## config.mk

```make
export PLATFORM = sky130hd
export DESIGN_NAME = addsub_arbiter
export DESIGN_NICKNAME = d
export VERILOG_FILES = /design/src/rtl/addsub_arbiter_pkg.sv /design/src/rtl/addsub.sv /design/src/rtl/addsub_arbiter.sv
export SDC_FILE = /design/constraint.sdc
export NUM_CORES = 1
export LEC_CHECK = 0
export ABC_CLOCK_PERIOD_IN_PS = 2300
export CAP_MARGIN = 20
export CORE_UTILIZATION = 25
export CTS_CLUSTER_DIAMETER = 50
export CTS_CLUSTER_SIZE = 25
export DETAILED_ROUTE_END_ITERATION = 10
export GPL_TIMING_DRIVEN = 0
export HOLD_SLACK_MARGIN = 0.02
export PLACE_DENSITY_LB_ADDON = 0.2
export SLEW_MARGIN = 30
export SYNTH_ARGS = -nofsm -noshare
export SYNTH_HDL_FRONTEND = slang
export SYNTH_SLANG_ARGS = --single-unit
```

## constraint.sdc

```tcl
create_clock -name clk -period 2.3 [get_ports clk]
set_input_delay 0.345 -clock clk [delete_from_list [all_inputs] [get_ports clk]]
set_output_delay 0.345 -clock clk [all_outputs]
set_load 0.03 [all_outputs]
```

## src/rtl/addsub_arbiter_pkg.sv

```systemverilog
// Shared widths, opcodes, FSM encodings and the signed-overflow helper for the add/sub arbiter.
`timescale 1ns/1ps
package addsub_arbiter_pkg;

  localparam int   ADDSUB_W = 4;
  localparam logic OP_ADD   = 1'b0;
  localparam logic OP_SUB   = 1'b1;

  typedef enum logic {
    ST_EMPTY = 1'b0,
    ST_FULL  = 1'b1
  } state_t;

  typedef struct packed {
    logic [ADDSUB_W-1:0] a;
    logic [ADDSUB_W-1:0] b;
    logic                mode;
  } op_t;

  // Effective second operand is b for add and ~b for sub, so overflow compares a against b^mode.
  function automatic logic signed_ovf(input op_t op, input logic [ADDSUB_W-1:0] res);
    return (op.a[ADDSUB_W-1] == (op.b[ADDSUB_W-1] ^ op.mode)) &&
           (res[ADDSUB_W-1] != op.a[ADDSUB_W-1]);
  endfunction

endpackage

```

## src/rtl/addsub.sv

```systemverilog
// Shared 4-bit adder/subtractor, result modulo 2^ADDSUB_W.
// Latency: combinational.
// Backpressure: none, pure datapath.
`timescale 1ns/1ps
module addsub
  import addsub_arbiter_pkg::*;
(
  output logic [ADDSUB_W-1:0] result,
  input  logic [ADDSUB_W-1:0] operand_a,
  input  logic [ADDSUB_W-1:0] operand_b,
  input  logic                mode
);

  logic sub;

  // Subtraction as a + ~b + 1: the mode bit doubles as the carry-in.
  assign sub    = (mode == OP_SUB);
  assign result = operand_a + (operand_b ^ {ADDSUB_W{sub}}) + {{(ADDSUB_W-1){1'b0}}, sub};

endmodule

```

## src/rtl/addsub_arbiter.sv

```systemverilog
// Arbitrates two requesters onto one addsub unit and buffers one result with overflow flag.
// Latency: one cycle from accept to resp_valid; one op per cycle when resp_ready stays high.
// Backpressure: a full buffer with resp_ready low deasserts both req ready outputs.
`timescale 1ns/1ps
module addsub_arbiter
  import addsub_arbiter_pkg::*;
#(
  parameter bit RR = 1'b1
) (
  input  logic                clk,
  input  logic                reset,
  input  logic                req0_valid,
  input  logic [ADDSUB_W-1:0] req0_a,
  input  logic [ADDSUB_W-1:0] req0_b,
  input  logic                req0_mode,
  output logic                req0_ready,
  input  logic                req1_valid,
  input  logic [ADDSUB_W-1:0] req1_a,
  input  logic [ADDSUB_W-1:0] req1_b,
  input  logic                req1_mode,
  output logic                req1_ready,
  output logic                resp_valid,
  output logic [ADDSUB_W-1:0] resp_data,
  output logic                resp_id,
  output logic                resp_ovf,
  input  logic                resp_ready
);

  state_t              state;
  logic                last;
  logic                grant;
  logic                any_valid;
  logic                can_accept;
  logic                accept;
  op_t                 op;
  logic [ADDSUB_W-1:0] sum;

  assign any_valid = req0_valid | req1_valid;
  // Port 1 wins alone, or on a tie under round-robin when port 0 went last.
  assign grant     = req1_valid & (~req0_valid | (RR & ~last));

  // Gated by reset so no handshake completes while the block is held in reset.
  assign can_accept = ~reset & ((state == ST_EMPTY) | ((state == ST_FULL) & resp_ready));
  assign accept     = can_accept & any_valid;
  assign req0_ready = accept & ~grant;
  assign req1_ready = accept & grant;

  always_comb begin
    op = '0;
    if (grant) op = '{a: req1_a, b: req1_b, mode: req1_mode};
    else       op = '{a: req0_a, b: req0_b, mode: req0_mode};
  end

  addsub u_addsub (
    .result    (sum),
    .operand_a (op.a),
    .operand_b (op.b),
    .mode      (op.mode)
  );

  always_ff @(posedge clk or posedge reset) begin
    if (reset) begin
      state      <= ST_EMPTY;
      last       <= 1'b1;
      resp_valid <= 1'b0;
      resp_data  <= '0;
      resp_id    <= 1'b0;
      resp_ovf   <= 1'b0;
    end else begin
      if (accept) begin
        last       <= grant;
        resp_valid <= 1'b1;
        resp_data  <= sum;
        resp_id    <= grant;
        resp_ovf   <= signed_ovf(op, sum);
      end
      case (state)
        ST_EMPTY: if (accept) state <= ST_FULL;
        ST_FULL: begin
          // Draining with nothing to refill keeps the stale payload, only valid drops.
          if (resp_ready && !accept) begin
            state      <= ST_EMPTY;
            resp_valid <= 1'b0;
          end
        end
        default: state <= ST_EMPTY;
      endcase
    end
  end

endmodule

```

==> results.md, run 1 <==
- Main combinational cell family by area after synthesis: XOR/XNOR gates
- DR top layer: met3
- RSZ-0062 raised after global routing: no
- Final worst path period need: 2.19 ns
- Wl on met1: 615 um
- IR drop worst, VDD: 0.340 mV
- Share of total power in the clock network: 17.0%
- Gr usage total: 11.0%
- Max Root-Sink Buffers: 2
- Top_reg_cell synth: dfrtp_1
- CTS Root Cell: clkbuf_4
- Final GP Congestion: 0.657
- Total congestion overflow: 0
- Wire length of the first global-routing pass: 2310 um
- Port Buffers: 31
- Routed wl met3: 121 um
- Synth unique cells: 22
- Drt pass-1 iters: 3
- Cell taking the most area after synthesis: dfrtp_1
- Clock-pin slew on the worst setup and hold paths: 0.06 ns
- H-tree depth: 1
- Vias: 574
- Sw Ratio: 36.4%
- TNS Setup: 0 ns
- CTS buffer count: 3
- Fraction of synthesis flops using an asynchronous set or reset pin: 100%
- CP max FO: 10
- Ranking of synthesized cells by area: dfrtp_1 30%, xor2_1 9.1%, nand2_1 9.0%
- Cells after Synth: 71
- DR WL/cell: 9.64 um
- CTS hold repair buffers: 0
- Drt via density: 4.16
- DP HPWL: 1130 um
- Overall power: 691 uW
- Largest net degree at the start of global routing: 11
- Reg2reg end: resp_ovf
- Net Count, Synth: 97
- R2R Setup Slk: 0.33 ns
- Initial Util: 26.8%
- Syn Area/Cell: 9.45 um2
- Reg power frac: 31.8%
- Routed Antenna Nets: 0
- Post-synthesis register bit count: 9
- Mux cell area share after synthesis: 13.4%
- Die area: 2890 um2
- Post-Route WL: 1330 um
- Critical Path AT: 2.36 ns
- Adder-Cell Fraction of Synth Area: 6.72%
- Synth Area in Compound Gates: 12.7%
- Die Y: 53.8 um
- Fin. max-slew vios: 0
- Clock sinks: 9
- Placed Cells: 132
- DR iter-0 viols: 8
- XOR/XNOR Fraction of Synth Area: 17.0%
- Sw Pwr: 252 uW
- Max Cap Violations: 0
- Post-synthesis simple-gate area fraction: 12.9%
- Setup Viol. Count Final: 0
- Worst relative slew slack: 78.2%
- RR Startpoint: last
- Vias in the first global route: 566
- Register area share after synthesis: 33.8%
- Critical path type: primary input to flip-flop
- Core Box Area: 2500 um2
- Most numerous cell in the Yosys netlist: nand2_1
- Die width: 53.8 um
- Num rows: 18
- Placed inst area: 1020 um2
- Yosys warns: 0
- Commonest cells post-synth: 16 x nand2_1, 8 x dfrtp_1, 7 x xor2_1
- Length in cells of the worst reg-to-reg path: 8
- CP required: 2.47 ns
- Worst slew pin tran: 0.324 ns
- Worst setup SP type: primary input
- Ratio of final minimum period to clock period: 95.1%
- DR WL met2: 594 um
- Status: finished, final reports clean
- Internal Power: 439 uW
- Power density cells: 634 nW/um2
- Fmax: 457 MHz
- Drt drc: 0
- Design area: 1090 um2
- P&R area growth vs syn: 62.5%
- Final non-filler cell total: 138
- EDFF count, synth: 0
- Leak: 0.000476 uW
- CTS tree: yes
- Worst Setup EP: resp_ovf
- Combinational power share: 51.3%
- Min Hold Slack: 0.442 ns
- Initial antenna violation count: 0
- Worst skew pair latency: 0.25 ns
- Fraction of layout cells with a size suffix above 1: 18.5%
- Min-Delay Path Class: primary input to async pin
- # diodes: 0
- Final Net Count: 135
- Mapped cell area: 671 um2
- Clk_skew: 0.00771 ns
- Hold Fails Final Rpt: 0
- Num ports: 32
- Share of the synthesized area in the top cell type: 29.9%
- Critical Path End Type: flip-flop
- CP Launch Point: req1_valid
cells in the final DEF (no fill, tap or decap), drive strengths merged, types with 4 or more instances in the layout:
cell type / n
clkbuf: 6
clkdlybuf4s50: 29
dfrtp: 8
mux2i: 4
nand2: 16
o21ai: 8
xnor2: 6
xor2: 7
area by class of cell:
class                           instances  area (um2)
Clock buffer                            4        26.3
Inverter                                4        18.8
Buffer                                  2        16.3
Sequential cell                         9         226
Fill cell                             257        1410
Tap cell                               30        37.5
Timing Repair Buffer                   33         320
Multi-Input combinational cell         56         444
metal layers:
layer  vias to the layer above  global-route usage [%]
met5                         -                       0
met4                         0                    5.26
met3                         0                    1.98
met2                        27                    18.1
met1                       242                    13.8
li1                        305                       -
cells by family after synthesis:
kind of cell	count (synthesis)
mux	7
simple gates	21
compound gates	12
buf+inv	6
xor+xnor	13
flops	9
fa+ha+maj	3
registers in the layout, indices dropped and copies added (netlist names):
register    cells
state           1
resp_id         1
resp_ovf        1
resp_data       4
resp_valid      1
last            1
critical path, stage by stage:
cell and delay, ns:
clkdlybuf4s50_1 0.48, a21boi_4 0.19, buf_6 0.15, mux2_2 0.36, ha_4 0.26, a21oi_2 0.15, o21ai_2 0.09, xor2_1 0.17
o31ai_2 0.17
power by group through the flow:
stage	logic [uW]	registers (uW)	clock network (uW)
floorplan	139	286	0
global placement	337	221	0
detailed placement	341	223	0
CTS	352	220	123
global route	387	225	136
finish	354	220	117
metrics by stage:
step | utilization [%] | setup slack, ns
after floorplan | - | 0.148
after global placement | 40.7 | -0.647
after detailed placement | 40.7 | -0.654
after CTS | 43.0 | 0.00373
after global routing | 43.6 | 0.0279
final | 43.6 | 0.113
how the worst min path moves through the flow:
stage / cells past startpoint / slack (ns) / to / startpoint
after detailed placement: 2 / 0.47 / resp_valid / resp_valid
after global routing: 3 / 0.46 / state / reset
after CTS: 3 / 0.44 / resp_data[0] / reset
final: 3 / 0.44 / resp_data[0] / reset
after global placement: 2 / 0.46 / resp_valid / resp_valid
after floorplan: 1 / 0.18 / resp_data[0] / reset
repair_timing:
action                     in CTS  in global routing
buffers inserted                2                  0
resized for setup               9                  4
gates cloned                    0                  0
setup endpoints to repair       4                  3
No activity file was read; power rests on OpenSTA's default activity.
==> run 2, diff against run 1 <==
CTS_BUF_LIST = sky130_fd_sc_hd__clkbuf_2   (was default)
SETUP_SLACK_MARGIN = 0.02   (was default)
==> run 2 against run 1 <==
Net effect:
- cell count did not move
- largest cell class unchanged
- non-clock buffer count did not move
- critical endpoint unchanged
- sequential share of layout area rose by 0.12 points
- die area did not move
==> results.md, run 2 (synthesis gave the netlist of run 1 again) <==
- Largest Register: resp_data
- CTS Root Cell: clkbuf_2
- Drt drc: 0
- Initial Util: 26.8%
- Critical Path End Type: flip-flop
- Final Net Count: 135
- Placed Cells: 132
- Overall power: 670 uW
- Initial antenna violation count: 0
- Clock-pin slew on the worst setup and hold paths: 0.09 ns
- Setup Viol. Count Final: 0
- Num rows: 18
- Core Box Area: 2500 um2
- CTS tree: yes
- RSZ-0062 raised after global routing: no
- Status: finished, final reports clean
- Fraction of layout cells with a size suffix above 1: 19.4%
- Worst skew pair latency: 0.24 ns
- Post-Route WL: 1310 um
- Wire length of the first global-routing pass: 2260 um
- Drt pass-1 iters: 4
- Worst setup SP type: primary input
- H-tree depth: 1
- Design area: 1080 um2
- Final worst path period need: 2.20 ns
- Max Root-Sink Buffers: 2
- IR drop worst, VDD: 0.324 mV
- CTS buffer count: 3
- Fin. max-slew vios: 0
- Ratio of final minimum period to clock period: 95.7%
- CTS hold repair buffers: 0
- P&R area growth vs syn: 61.6%
- Critical Path AT: 2.36 ns
- Gr usage total: 10.7%
- Worst slew pin tran: 0.324 ns
- # diodes: 0
- Die Y: 53.8 um
- Min-Delay Path Class: primary input to async pin
- Max reg flops: 4
- Final non-filler cell total: 138
- DP HPWL: 1130 um
- Die area: 2890 um2
- Commonest non-fill, non-tap cell in the layout: clkdlybuf4s50_1
- Max Cap Violations: 0
- Placed inst area: 1020 um2
- TNS Setup: 0 ns
- Power density cells: 618 nW/um2
- Clk_skew: 0.0120 ns
- Largest net degree at the start of global routing: 11
- Routed Antenna Nets: 0
- Port Buffers: 31
- Die width: 53.8 um
- Num ports: 32
- Final GP Congestion: 0.657
- Vias in the first global route: 551
- Worst relative slew slack: 78.2%
- Total congestion overflow: 0
- Leak: 0.000478 uW
- CP max FO: 10
- Critical path type: primary input to flip-flop
- Vias: 572
- Hold Fails Final Rpt: 0
- Drt via density: 4.14
- DR iter-0 viols: 4
- DR WL/cell: 9.49 um
- Most frequent cells in the layout: 29 x clkdlybuf4s50_1, 16 x nand2_1, 8 x dfrtp_1, 7 x xor2_1
- Fmax: 454 MHz
- CP required: 2.46 ns
- Clock sinks: 9
[run 2: cell count changes in the layout (fill, tap and decap cells not counted)]
cell	before	now
clkbuf_2	2	6
clkbuf_1	1	0
clkbuf_4	3	0
[run 2: area by class of cell]
cell class                 instances  area [um2]
inverter                           4        18.8
timing repair buffer              33         320
sequential                         9         226
multi-input combinational         56         444
clock buffer                       4        20.0
buffer                             2        16.3
tap                               30        37.5
fill                             257        1420
[run 2: worst max-delay path: stages]
cell and delay, ns:
clkdlybuf4s50_1 0.48, a21boi_4 0.19, buf_6 0.15, mux2_2 0.36, ha_4 0.26, a21oi_2 0.15, o21ai_2 0.09, xor2_1 0.17
o31ai_2 0.17
[run 2: worst paths after layout]
kind | depth (start not counted) | start | slack (ns) | to
worst max-delay path | 9 | req1_valid | 0.1 | resp_ovf
worst min-delay path | 3 | reset | 0.45 | resp_data[0]
worst max register to register | 8 | last | 0.33 | resp_ovf
worst min register to register | 2 | last | 0.49 | last
max in group asynchronous | 3 | reset | 1.62 | last
min in group clk | 2 | last | 0.49 | last
[run 2: through the flow]
| step | hold slack, ns | utilization, % | worst slack (ns) |
|---|---|---|---|
| floorplan | 0.178 | - | 0.148 |
| finish | 0.453 | 43.3 | 0.0995 |
| CTS | 0.452 | 43.3 | 0.00754 |
| global placement | 0.459 | 40.7 | -0.647 |
| global route | 0.450 | 43.3 | 0.0279 |
| detailed placement | 0.467 | 40.7 | -0.654 |
[run 2: timing repair]
action / in CTS / in global routing
gates resized for setup: 10 / 3
setup buffers: 2 / 0
setup endpoints to repair: 4 / 2
[run 2: per-layer routing]
| metal | wire (um) | part of all wire, % | global-route usage [%] | vias to the layer above |
|---|---|---|---|---|
| met4 | 0 | 0 | 3.95 | 0 |
| met1 | 619 | 47 | 13.8 | 238 |
| met3 | 121 | 9.2 | 1.98 | 0 |
| met2 | 569 | 43 | 17.5 | 27 |
| met5 | 0 | 0 | 0 | - |
| li1 | - | - | - | 307 |
[run 2: power by group]
group | leakage (uW) | switching, uW | total (uW) | internal (uW)
Clock | 0.0000166 | 50.6 | 96.9 | 46.3
Sequential | 0.000108 | 21.5 | 219 | 197
Combinational | 0.000353 | 180 | 354 | 175
==> run 3, diff against run 2 <==
ABC_AREA = 1   (was default)
==> run 3 against run 2 <==
Net effect:
- sequential power is 2% higher
- via count is 57% higher
- synthesized cell count is 70% higher
- power is 17% higher
- first-iteration DRC count grew to 7.0 times the previous value
- worst setup slack worse by 0.021 ns
- count of clock-buffer cells in the layout stayed put
- critical path type is now primary input to output pin
==> results.md, run 3 <==
- Wire length of the first global-routing pass: 3550 um
- Fin. max-slew vios: 0
- Layout Utilization: 42.5%
- Yosys warns: 0
- Vias: 898
- Min-Delay Path Class: primary input to async pin
- CTS buffer count: 3
- CP max FO: 10
- Final worst path period need: 2.22 ns
- Clock-pin slew on the worst setup and hold paths: 0.09 ns
- Fraction of layout cells with a size suffix above 1: 26.3%
- Core Box Area: 3150 um2
- Synth unique cells: 21
- DR WL/cell: 9.69 um
- Final Net Count: 194
- Critical Path AT: 1.88 ns
- Drt pass-1 iters: 4
- Commonest cells post-synth: 40 x nand2_1, 16 x inv_1, 10 x nand3_1
- Gr usage total: 12.8%
- Fraction of synthesis flops using an asynchronous set or reset pin: 100%
- Status: finished, final reports clean
- Die Y: 60.6 um
- EDFF count, synth: 0
- Leak: 0.000697 uW
- TNS Setup: 0 ns
- Commonest non-fill, non-tap cell in the layout: nand2_1
- Power density cells: 583 nW/um2
- Critical path type: primary input to output pin
- Initial antenna violation count: 0
- Worst skew pair latency: 0.24 ns
- Max reg flops: 4
- Drt drc: 0
- CTS hold repair buffers: 0
- Max Cap Violations: 0
- Vias in the first global route: 867
- Cells after Synth: 121
- Most numerous cell in the Yosys netlist: nand2_1
- DR iter-0 viols: 28
- Mapped cell area: 860 um2
- Worst setup SP type: primary input
- Setup Viol. Count Final: 0
- Worst slew pin tran: 0.318 ns
- P&R area growth vs syn: 55.7%
- Cell taking the most area after synthesis: dfrtp_1
- Share of the synthesized area in the top cell type: 23.3%
- Clk_skew: 0.00232 ns
- Die area: 3680 um2
- Final GP Congestion: 0.753
- CP required: 1.96 ns
- Drt via density: 4.26
- CTS Root Cell: clkbuf_2
- Num ports: 32
- Most frequent cells in the layout: 40 x nand2_1, 28 x clkdlybuf4s50_1, 14 x inv_1, 11 x buf_4
- Num rows: 20
- Total congestion overflow: 0
- Placed Cells: 196
- Register area share after synthesis: 26.3%
- Die width: 60.6 um
- CP Launch Point: req1_valid
- Hold Fails Final Rpt: 0
- Largest Register: resp_data
- Post-Route WL: 2040 um
- Pre-CTS setup slack: -0.568 ns
- H-tree depth: 1
- Clock sinks: 9
- Slack of the critical path: 0.0782 ns
- Net Count, Synth: 147
- Port Buffers: 31
- Worst relative slew slack: 78.6%
- IR drop worst, VDD: 0.151 mV
- Fmax: 450 MHz
- Routed Antenna Nets: 0
- Final non-filler cell total: 211
- Post-synthesis register bit count: 9
- RSZ-0062 raised after global routing: yes
- Top_reg_cell synth: dfrtp_1
- Critical Path End Type: output pin
- Ranking of synthesized cells by area: dfrtp_1 23%, nand2_1 17%, nand2_4 7.9%
- Overall power: 781 uW
- Initial Util: 27.3%
- RR Startpoint: last
- Largest net degree at the start of global routing: 11
- Max Root-Sink Buffers: 2
- # diodes: 0
- Ratio of final minimum period to clock period: 96.6%
- CTS tree: yes
- DP HPWL: 1590 um
- Syn Area/Cell: 7.10 um2
-- run 3: layout make-up --
type,count,area [um2]
Sequential cell,9,226
Fill cell,336,1810
Clock buffer,4,20.0
Tap cell,44,55.1
Multi-Input combinational cell,92,543
Buffer,3,42.5
Timing Repair Buffer,42,384
Inverter,17,67.6
-- run 3: kinds of logic after synthesis --
| kind of cell | Yosys count | synth area share (%) |
|---|---|---|
| XOR/XNOR | 4 | 4.08 |
| AND/OR/NAND/NOR | 74 | 44.8 |
| buffers and inverters | 20 | 11.9 |
| adder cells (fa/ha/maj) | 3 | 5.24 |
| AO/OA/AOI/OAI | 9 | 5.24 |
| multiplexers | 2 | 2.33 |
| flip-flops | 9 | 26.3 |
-- run 3: critical path, cell delays in order --
cell,delay (ns)
clkdlybuf4s50_1,0.54
buf_6,0.16
o21ai_0,0.15
a21oi_2,0.18
inv_2,0.08
buf_6,0.14
nor2_1,0.08
clkbuf_4,0.19
-- run 3: through the flow --
stage	area, um2	hold WS (ns)
floorplan	860	0.178
finish	1340	0.472
global route	1340	0.471
global placement	1220	0.464
detailed placement	1220	0.468
CTS	1270	0.379
-- run 3: worst paths after layout --
path	to	slack, ns	depth (start not counted)
max in group asynchronous	last	1.65	3
min in group clk	resp_id	0.49	2
min reg2reg	resp_id	0.49	2
min	resp_data[1]	0.47	3
max reg2reg	resp_ovf	0.09	16
max	req0_ready	0.08	8
-- run 3: timing repair --
action,4_1_cts,5_1_grt
gates resized for setup,13,5
pin swaps,3,5
endpoints found under the setup margin,4,4
setup buffers,4,7
-- run 3: power by group --
part           total (uW)  switching [uW]  internal [uW]
Combinational         458             251            207
Sequential            223            22.4            200
Clock                 101            54.3           46.2
Total                 781             328            453
-- run 3: layer usage --
metal	vias to the layer above	share of wire, %	GRT usage (%)
li1	467	-	-
met1	398	46	15.3
met2	29	47	23.4
met3	4	5.6	2.13
met4	0	0.93	3.90
met5	-	0	0
